**config.mk**
```make
export PLATFORM = sky130hd
export DESIGN_NAME = ahb_arbiter
export DESIGN_NICKNAME = d
export VERILOG_FILES = /design/src/rtl/ahb_arbiter.sv
export SDC_FILE = /design/constraint.sdc
export NUM_CORES = 1
export LEC_CHECK = 0
export BUFFER_PORTS_ARGS = -buffer_cell sky130_fd_sc_hd__buf_2
export CAP_MARGIN = 30
export CORE_AREA = 2 2 114 116
export CTS_CLUSTER_DIAMETER = 100
export CTS_CLUSTER_SIZE = 28
export DETAILED_ROUTE_END_ITERATION = 6
export DIE_AREA = 0 0 116 118
export PLACE_DENSITY = 0.63
export SLEW_MARGIN = 20
export SYNTH_ARGS = -nofsm -noshare
export SYNTH_HDL_FRONTEND = slang
export SYNTH_SLANG_ARGS = --single-unit
```
**constraint.sdc**
```tcl
create_clock -name clk -period 2.5 [get_ports clk]
set_clock_uncertainty 0.05 [all_clocks]
set_input_delay 0.5 -clock clk [delete_from_list [all_inputs] [get_ports clk]]
set_output_delay 0.5 -clock clk [all_outputs]
set_load 0.005 [all_outputs]
```
**src/rtl/ahb_arbiter.sv**
```systemverilog
// AHB bus arbiter: registered one-hot grant with non-preemptive round-robin
// handoff, bounded bus locking, and address/data-phase master multiplexing.

`ifndef AHB_TRANS_BITS
`define AHB_TRANS_BITS 2
`endif
`ifndef AHB_SIZE_BITS
`define AHB_SIZE_BITS 3
`endif

module ahb_arbiter #(
    parameter int unsigned NUM_MASTERS = 3,
    parameter int unsigned LOCK_MAX    = 16,
    localparam int unsigned MW         = (NUM_MASTERS > 2) ? $clog2(NUM_MASTERS) : 1
) (
    input  logic                                    clk,
    input  logic                                    rst,
    input  logic [NUM_MASTERS-1:0]                  M_HReq,
    input  logic [NUM_MASTERS-1:0]                  M_HLock,
    input  logic [32*NUM_MASTERS-1:0]               M_HAddress,
    input  logic [NUM_MASTERS-1:0]                  M_HWrite,
    input  logic [`AHB_TRANS_BITS*NUM_MASTERS-1:0]  M_HTrans,
    input  logic [`AHB_SIZE_BITS*NUM_MASTERS-1:0]   M_HSize,
    input  logic [32*NUM_MASTERS-1:0]               M_HWrite_data,
    input  logic                                    HReady,
    output logic [NUM_MASTERS-1:0]                  HGrant,
    output logic [MW-1:0]                           HMaster,
    output logic [31:0]                             HAddress,
    output logic                                    HWrite,
    output logic [`AHB_TRANS_BITS-1:0]              HTrans,
    output logic [`AHB_SIZE_BITS-1:0]               HSize,
    output logic                                    HLock,
    output logic [31:0]                             HWrite_data
);

    localparam int unsigned CW = $clog2(LOCK_MAX + 1);

    logic [NUM_MASTERS-1:0] grant_q, grant_d;
    logic [MW-1:0]          master_q, master_d;
    // Data-phase owner (HMasterD): the address-phase owner delayed by one accepted transfer.
    logic [MW-1:0]          data_master_q, data_master_d;
    logic [CW-1:0]          lock_cnt_q, lock_cnt_d;

    logic                   others_req;
    logic                   lock_expired;
    logic                   found;
    logic [MW-1:0]          cand;
    int                     idx;

    // Grant, owner, data owner and lock counter state.
    always_ff @(posedge clk) begin
        if (rst) begin
            grant_q       <= {{(NUM_MASTERS-1){1'b0}}, 1'b1};
            master_q      <= '0;
            data_master_q <= '0;
            lock_cnt_q    <= '0;
        end else begin
            grant_q       <= grant_d;
            master_q      <= master_d;
            data_master_q <= data_master_d;
            lock_cnt_q    <= lock_cnt_d;
        end
    end

    // Arbitration: hold while requesting, keep while locked (until timeout), else round-robin.
    always_comb begin
        grant_d       = grant_q;
        master_d      = master_q;
        data_master_d = data_master_q;
        lock_cnt_d    = lock_cnt_q;
        found         = 1'b0;
        cand          = '0;
        idx           = 0;
        others_req    = |(M_HReq & ~grant_q);
        lock_expired  = (lock_cnt_q >= CW'(LOCK_MAX));

        if (HReady) begin
            data_master_d = master_q;
            if (M_HReq[master_q]) begin
                if (!others_req) begin
                    lock_cnt_d = '0;
                end
            end else if (M_HLock[master_q] && !lock_expired) begin
                lock_cnt_d = others_req ? lock_cnt_q + CW'(1) : '0;
            end else begin
                // Owner is idle here, so the search never lands back on it; no request parks.
                lock_cnt_d = '0;
                for (int i = 1; i <= int'(NUM_MASTERS); i++) begin
                    idx = int'(master_q) + i;
                    if (idx >= int'(NUM_MASTERS)) begin
                        idx = idx - int'(NUM_MASTERS);
                    end
                    cand = MW'(idx);
                    if (!found && M_HReq[cand]) begin
                        found    = 1'b1;
                        master_d = cand;
                    end
                end
            end
            grant_d           = '0;
            grant_d[master_d] = 1'b1;
        end
    end

    // Address phase follows the current owner; data phase follows the previous one.
    always_comb begin
        HGrant      = grant_q;
        HMaster     = master_q;
        HAddress    = M_HAddress[int'(master_q)*32 +: 32];
        HWrite      = M_HWrite[master_q];
        HTrans      = M_HTrans[int'(master_q)*`AHB_TRANS_BITS +: `AHB_TRANS_BITS];
        HSize       = M_HSize[int'(master_q)*`AHB_SIZE_BITS +: `AHB_SIZE_BITS];
        HLock       = M_HLock[master_q];
        HWrite_data = M_HWrite_data[int'(data_master_q)*32 +: 32];
    end

endmodule

```
==> results.rst, run 1 <==
.. list-table::
   :header-rows: 1

   * - Metric
     - Value
   * - Number of primary I/O pins
     - around 300
   * - Post-route fraction of the period consumed by the critical path
     - about 96%
   * - Final critical path time including I/O delays and setup
     - between 2 and 2.5 ns
   * - Register bit count reported by yosys
     - 12
   * - Critical path launch point type
     - register
   * - Total of endpoints with negative setup slack in the final report
     - 0
   * - Global route overflow
     - 0
   * - Antenna-violating nets left
     - 0
   * - CORE AREA
     - 0.0124 mm^2
   * - Peak fanout along the critical path
     - 6
   * - Post-CTS Hold Buffers
     - 0
   * - Fin nets
     - 838
   * - Total DRC errors in the routed layout
     - 0
   * - Overall power after layout
     - approximately 1.3 mW
   * - Minimum hold slack
     - between 0.4 and 0.5 ns
   * - Worst-case reg-to-reg path depth
     - 8
   * - Slew Viols, Final
     - 0
   * - TritonCTS clock tree
     - yes
   * - Total number of H-tree levels
     - 1
   * - Gpl congestion
     - 0.841
   * - Share of layout cells above drive strength 1
     - between 50% and 60%
   * - Vias in the first global route
     - about 3,300
   * - Netlist area before placement
     - roughly 0.0023 mm^2
   * - Clock edge transition at the registers on the reported setup and hold paths
     - 0.04 ns
   * - Fin Setup TNS
     - 0 ns
   * - Cell at the root of the clock tree
     - sky130_fd_sc_hd__clkbuf_16
   * - Horizontal extent of the die
     - between 100 and 150 um
   * - Maximum capacitance violations
     - 0
   * - Gate count of the mapped netlist
     - 334
   * - Clk Latency, worst-skew pair
     - about 0.24 ns
   * - Launching point of the worst reg2reg path
     - HMaster[0]$_SDFFE_PP0P_
   * - Top cell type's share of synthesized area
     - approximately a third
   * - Chip Height
     - about 120 um
   * - Number of buffers inserted during clock tree synthesis
     - 3
   * - CP endpoint kind
     - register
   * - Total leakage power
     - ~1.9 nW
   * - First-pass detailed-route iteration total
     - 5
   * - VDD IR-drop max
     - between 0.00015 and 0.0002 V
   * - Final hold violation count
     - 0
   * - Fmax
     - 418 MHz
   * - Initial detailed-routing violation count
     - 190
   * - Origin of the worst setup path
     - HMaster[0]$_SDFFE_PP0P_
   * - P&R area growth vs syn
     - 76.6%
   * - Starting utilization of the core area
     - about 18%
   * - Post-synthesis area per instance
     - just under 7 um^2
   * - Total power per unit cell area
     - between 300 and 400 mW/mm^2
   * - Sequential-to-total area share from yosys stat
     - between 10% and 20%
   * - Buffers on Ports
     - 294
   * - Total wirelength of the detailed-routed design
     - between 10 and 15 mm
   * - Number of warnings reported in the yosys synthesis log
     - 0
   * - Number of enable-type register cells in the synthesized netlist
     - 0
   * - Avg WL per Cell
     - approximately 13 um
   * - Pin count of the biggest net entering global routing
     - 43
   * - Syn_nets
     - around 560
   * - Primary FF master, synth
     - sky130_fd_sc_hd__dfxtp_1
   * - GRT Total Usage
     - between 10% and 20%
   * - Critical Path AT
     - roughly 2.5 ns
   * - DR vias
     - ~3,400
   * - Clock Sinks
     - 12
   * - Worst Path Required
     - ~2.6 ns
   * - Setup repair after global routing missed its margin
     - no
   * - Pin slew with the least headroom to its limit
     - 0.328 ns
   * - Capturing instance or port of the critical path
     - HGrant[0]$_SDFFE_PP1P_
   * - Hold crit path type
     - reg -> reg
   * - Critical path type
     - reg -> reg
   * - Number of buffers on the longest clock path
     - 2
   * - Antenna violations before repair
     - 2
   * - Top post-synthesis cells by area
     - sky130_fd_sc_hd__mux2i_1, sky130_fd_sc_hd__o21ai_0, sky130_fd_sc_hd__nand2_1
   * - Fraction of synthesis flops using an asynchronous set or reset pin
     - 0%
   * - Cell row count
     - slightly above 40
   * - Number of library cell types mapped by synthesis
     - between 40 and 50
   * - Detailed Place HPWL
     - approximately 8.6 mm
   * - Number of vias per cell after detailed routing
     - roughly 4.4
   * - First-pass GRT wire length
     - roughly 16 mm
   * - Worst R2R End
     - HGrant[0]$_SDFFE_PP1P_
   * - Status
     - complete, no violations
   * - Cell type contributing the most total cell area after synthesis
     - sky130_fd_sc_hd__mux2i_1
   * - Die ar.
     - between 0.01 and 0.015 mm^2
   * - Worst max-slew margin expressed relative to the limit
     - 77.9%
   * - Worst reg2reg setup slack
     - ~0.11 ns
per-layer routing:
layer | vias up | wire length, um | track usage [%]
met5 | - | 0 | 0
met4 | 0 | 65 | 1.49
met3 | 6 | 645 | 1.91
met2 | 145 | 5510 | 26.8
met1 | 1545 | 4180 | 16.6
li1 | 1753 | - | -
critical path: stages (launching register included):
cell	delay, ns
sky130_fd_sc_hd__dfxtp_2	0.35
sky130_fd_sc_hd__inv_1	0.08
sky130_fd_sc_hd__ha_1	0.37
sky130_fd_sc_hd__and2b_1	0.18
sky130_fd_sc_hd__a21oi_1	0.04
sky130_fd_sc_hd__a221o_1	0.37
sky130_fd_sc_hd__or3_1	0.36
sky130_fd_sc_hd__o211a_2	0.17
sky130_fd_sc_hd__a311o_1	0.30
report_power, final:
| group | internal [mW] | switching [mW] | total (mW) |
|---|---|---|---|
| registers | 0.203 | 0.0103 | 0.214 |
| logic | 0.401 | 0.363 | 0.764 |
| clock network | 0.242 | 0.0848 | 0.326 |
cell usage after synthesis, types with 2 or more instances:
master,number
sky130_fd_sc_hd__a2bb2oi_1,3
sky130_fd_sc_hd__a31oi_1,2
sky130_fd_sc_hd__o21ai_0,74
sky130_fd_sc_hd__mux2i_1,76
sky130_fd_sc_hd__nor2_1,10
sky130_fd_sc_hd__nor2b_1,2
sky130_fd_sc_hd__a21oi_1,5
sky130_fd_sc_hd__buf_1,2
sky130_fd_sc_hd__o2bb2ai_1,2
sky130_fd_sc_hd__nor3_1,3
sky130_fd_sc_hd__nand2b_1,3
sky130_fd_sc_hd__inv_1,9
sky130_fd_sc_hd__clkbuf_8,3
sky130_fd_sc_hd__nand2_1,74
sky130_fd_sc_hd__clkbuf_1,21
sky130_fd_sc_hd__a211oi_1,2
sky130_fd_sc_hd__ha_1,4
sky130_fd_sc_hd__buf_6,2
sky130_fd_sc_hd__dfxtp_1,12
state kept, by name, indices dropped and copies added (netlist names):
signal	cells
HMaster	2
lock_cnt_q	5
HGrant	3
data_master_q	2
how the worst min path moves through the flow:
stage | from | end | slack, ns | depth (start not counted)
2_1_floorplan | lock_cnt_q[4]$_SDFFE_PP0P_ | lock_cnt_q[4]$_SDFFE_PP0P_ | 0.40 | 2
3_3_place_gp | lock_cnt_q[4]$_SDFFE_PP0P_ | lock_cnt_q[4]$_SDFFE_PP0P_ | 0.43 | 2
3_5_place_dp | lock_cnt_q[3]$_SDFFE_PP0P_ | lock_cnt_q[4]$_SDFFE_PP0P_ | 0.45 | 2
4_1_cts | lock_cnt_q[4]$_SDFFE_PP0P_ | lock_cnt_q[4]$_SDFFE_PP0P_ | 0.45 | 2
5_1_grt | lock_cnt_q[4]$_SDFFE_PP0P_ | lock_cnt_q[4]$_SDFFE_PP0P_ | 0.46 | 2
6_report | lock_cnt_q[4]$_SDFFE_PP0P_ | lock_cnt_q[4]$_SDFFE_PP0P_ | 0.45 | 2
timing repair:
action | CTS | global route
resized for setup | 2 | 4
setup endpoints to repair | 1 | 38
buffers inserted | 0 | 0
logic make-up after synthesis:
kind of cell,Yosys count,synth area share [%]
AND/OR/NAND/NOR,105,20.4
flip-flops,12,10.5
buffers and inverters,37,8.07
AO/OA/AOI/OAI,100,25.4
multiplexers,76,33.4
adder cells (fa/ha/maj),4,2.20
cell usage in the layout, fill, tap and decap left out, types with 2 or more instances in the layout:
| master | instances |
|---|---|
| sky130_fd_sc_hd__inv_1 | 9 |
| sky130_fd_sc_hd__a2bb2oi_1 | 3 |
| sky130_fd_sc_hd__nor3_1 | 3 |
| sky130_fd_sc_hd__o2bb2ai_1 | 2 |
| sky130_fd_sc_hd__nor2_1 | 10 |
| sky130_fd_sc_hd__mux2i_1 | 75 |
| sky130_fd_sc_hd__buf_6 | 2 |
| sky130_fd_sc_hd__dfxtp_1 | 9 |
| sky130_fd_sc_hd__buf_4 | 6 |
| sky130_fd_sc_hd__a31oi_1 | 2 |
| sky130_fd_sc_hd__o21ai_0 | 74 |
| sky130_fd_sc_hd__nand2b_1 | 3 |
| sky130_fd_sc_hd__ha_1 | 4 |
| sky130_fd_sc_hd__dfxtp_2 | 3 |
| sky130_fd_sc_hd__buf_2 | 294 |
| sky130_fd_sc_hd__clkbuf_16 | 3 |
| sky130_fd_sc_hd__a21oi_1 | 5 |
| sky130_fd_sc_hd__a211oi_1 | 2 |
| sky130_fd_sc_hd__nand2_1 | 74 |
layout make-up:
cell class | count | area, um^2
Fill cell | 1395 | 8390
Multi-Input combinational cell | 285 | 1870
Timing Repair Buffer | 304 | 1570
Sequential cell | 12 | 244
Tap cell | 172 | 215
Clock buffer | 4 | 88.8
Inverter | 9 | 33.8
Antenna cell | 1 | 2.50
through the flow:
step	instance area [um^2]	util (%)	cells	worst slack (ns)
after global placement	3910	31.5	782	0.118
after global routing	4020	32.4	787	0.0126
after detailed placement	3910	31.5	782	0.125
final	4020	32.4	787	0.109
after CTS	4010	32.3	786	0.0203
after floorplan	2280	-	334	0.0284
No activity file was read; power rests on OpenSTA's default activity.
==> run 2, diff against run 1 <==
--- a/config.mk
+++ b/config.mk
@@ -9,7 +9,6 @@
 export CAP_MARGIN = 30
 export CORE_AREA = 2 2 114 116
 export CTS_CLUSTER_DIAMETER = 100
-export CTS_CLUSTER_SIZE = 28
 export DETAILED_ROUTE_END_ITERATION = 6
 export DIE_AREA = 0 0 116 118
 export PLACE_DENSITY = 0.63
==> constraint.sdc (replaced) <==
create_clock -name clk -period 2.2 [get_ports clk]
set_clock_uncertainty 0.05 [all_clocks]
set_input_delay 0.44 -clock clk [delete_from_list [all_inputs] [get_ports clk]]
set_output_delay 0.44 -clock clk [all_outputs]
set_load 0.005 [all_outputs]
==> results.rst, run 2 (synthesis results as in run 1) <==
.. list-table::
   :header-rows: 1

   * - Metric
     - Value
   * - Total of endpoints with negative setup slack in the final report
     - 0
   * - Worst-case reg-to-reg path depth
     - 8
   * - P&R area growth vs syn
     - 81.2%
   * - Buffers on Ports
     - 294
   * - Global route overflow
     - 0
   * - Cell at the root of the clock tree
     - sky130_fd_sc_hd__clkbuf_16
   * - Cell row count
     - between 40 and 50
   * - Final Util
     - between 30% and 40%
   * - Most common cell after layout, fill and taps aside
     - sky130_fd_sc_hd__buf_2
   * - Maximum capacitance violations
     - 0
   * - Starting utilization of the core area
     - between 10% and 20%
   * - Share of layout cells above drive strength 1
     - 53.9%
   * - CP endpoint kind
     - register
   * - Start point of the worst hold path
     - HGrant[2]$_SDFFE_PP0P_
   * - Clock edge transition at the registers on the reported setup and hold paths
     - ~0.04 ns
   * - Critical path type
     - reg -> reg
   * - Post-CTS Hold Buffers
     - 0
   * - Worst max-slew margin expressed relative to the limit
     - between 60% and 70%
   * - Max incr delay on CP
     - between 0.3 and 0.4 ns
   * - Number of buffers on the longest clock path
     - 2
   * - First-pass GRT wire length
     - around 15 mm
   * - Fmax
     - approximately 460 MHz
   * - Gpl congestion
     - slightly above 0.8
   * - Setup repair after global routing missed its margin
     - yes
   * - Die ar.
     - around 0.014 mm^2
   * - Origin of the worst setup path
     - HMaster[0]$_SDFFE_PP0P_
   * - Peak fanout along the critical path
     - 7
   * - GRT Total Usage
     - between 10% and 20%
   * - Worst reg2reg setup slack
     - a little under 0.009 ns
   * - CORE AREA
     - about 0.012 mm^2
   * - Clock Sinks
     - 12
   * - CP cell instances
     - inv_4 -> ha_4 -> and2b_1 -> a21oi_2 -> a221o_1 -> or3_4 -> o211a_4 -> a311o_1
   * - Horizontal extent of the die
     - 116 um
   * - Final hold violation count
     - 0
   * - Capturing instance or port of the critical path
     - HGrant[0]$_SDFFE_PP1P_
   * - TritonCTS clock tree
     - yes
   * - DR vias
     - roughly 3,400
   * - Slew Viols, Final
     - 0
   * - Final critical path time including I/O delays and setup
     - ~2.2 ns
   * - Antenna-violating nets left
     - 0
   * - Antenna violations before repair
     - 1
   * - Worst R2R End
     - HGrant[0]$_SDFFE_PP1P_
   * - Vias in the first global route
     - 3,223
   * - Avg WL per Cell
     - roughly 12 um
   * - Number of primary I/O pins
     - ~300
   * - Non-Filler Cell Area, Final
     - 0.00413 mm^2
   * - Number of buffers inserted during clock tree synthesis
     - 3
   * - Worst Path Required
     - around 2.3 ns
   * - Launching point of the worst reg2reg path
     - HMaster[0]$_SDFFE_PP0P_
   * - Chip Height
     - around 120 um
   * - Hold crit path type
     - reg -> reg
   * - Critical path launch point type
     - register
   * - VDD IR-drop max
     - roughly 0.00025 V
   * - Initial detailed-routing violation count
     - 118
   * - Register with the most flip-flops
     - lock_cnt_q
   * - Post-route fraction of the period consumed by the critical path
     - between 90% and 100%
   * - Crit-path slowest cell
     - sky130_fd_sc_hd__dfxtp_4
   * - Total DRC errors in the routed layout
     - 0
   * - Total placed instance area
     - ~0.0040 mm^2
   * - Critical Path AT
     - about 2.3 ns
   * - Number of vias per cell after detailed routing
     - ~4.3
   * - Pin count of the biggest net entering global routing
     - 42
   * - Status
     - complete, no violations
   * - Total leakage power
     - roughly 2.0 nW
   * - Most used cells in the layout excluding fill and tap cells
     - sky130_fd_sc_hd__buf_2, sky130_fd_sc_hd__mux2i_1, sky130_fd_sc_hd__nand2_1, sky130_fd_sc_hd__o21ai_0, sky130_fd_sc_hd__buf_4
   * - Clk Latency, worst-skew pair
     - roughly 0.24 ns
   * - Number of flip-flops under the largest register name
     - 5
   * - Pin slew with the least headroom to its limit
     - about 0.46 ns
   * - Detailed Place HPWL
     - around 8.2 mm
   * - Total number of H-tree levels
     - 1
   * - Total power per unit cell area
     - about 370 mW/mm^2
   * - Total wirelength of the detailed-routed design
     - between 9 and 10 mm
   * - First-pass detailed-route iteration total
     - 4
   * - Fin nets
     - roughly 840
==> run 2: area by class of cell <==
cell class	instances	area [um^2]
fillers	1391	8290
multi-input cells	285	1890
repair buffers	310	1640
flip-flops and latches	12	249
well taps	172	215
clock buffers	4	88.8
inverters	9	38.8
diodes	1	2.50
==> run 2: metrics by stage <==
| step | TNS (ns) | cells | hold WS, ns | power [mW] | setup slack, ns |
|---|---|---|---|---|---|
| global placement | 0 | 783 | 0.432 | 1.13 | 0.0245 |
| global route | -0.138 | 793 | 0.478 | 1.64 | -0.0525 |
| detailed placement | -0.0218 | 783 | 0.436 | 1.13 | -0.0218 |
| finish | 0 | 793 | 0.445 | 1.52 | 0.00874 |
| CTS | 0 | 790 | 0.447 | 1.52 | 0.00942 |
| floorplan | -0.270 | 334 | 0.400 | 0.690 | -0.101 |
==> run 2: timing repair <==
action,in CTS,in global routing
setup buffers,3,2
endpoints found under the setup margin,3,4
pin swaps,2,1
gates resized for setup,2,4
==> run 2: report_power, final <==
| group | leakage, nW | internal (mW) | switching (mW) |
|---|---|---|---|
| registers | 0.0995 | 0.231 | 0.0132 |
| logic | 1.83 | 0.489 | 0.423 |
| clock network | 0.0442 | 0.274 | 0.0927 |
| total | 1.97 | 0.994 | 0.529 |
==> run 2: worst min path at each step <==
stage                                            end  slack (ns)  depth (start not counted)
final                         HGrant[2]$_SDFFE_PP0P_        0.44                          2
after global routing          HGrant[2]$_SDFFE_PP0P_        0.48                          2
after CTS                 lock_cnt_q[4]$_SDFFE_PP0P_        0.45                          2
after detailed placement  lock_cnt_q[4]$_SDFFE_PP0P_        0.44                          2
after global placement    lock_cnt_q[4]$_SDFFE_PP0P_        0.43                          2
after floorplan           lock_cnt_q[4]$_SDFFE_PP0P_        0.40                          2
==> run 2: metal layers <==
metal  GRT usage (%)  vias to the layer above  routed length (um)
li1                -                     1761                   -
met4            1.93                        0                  78
met5               0                        -                   0
met2            25.1                      197                5060
met1            14.8                     1481                3790
met3            1.44                        6                 968
==> run 2: worst max-delay path: cells and delay by family, from the launching register on <==
kind                       cells  cell delay [ns]
and+or+nand+nor                2             0.51
AOI/OAI and AO/OA              4             0.80
adders and majority gates      1             0.31
buffers and inverters          1             0.04
DFF                            1             0.37
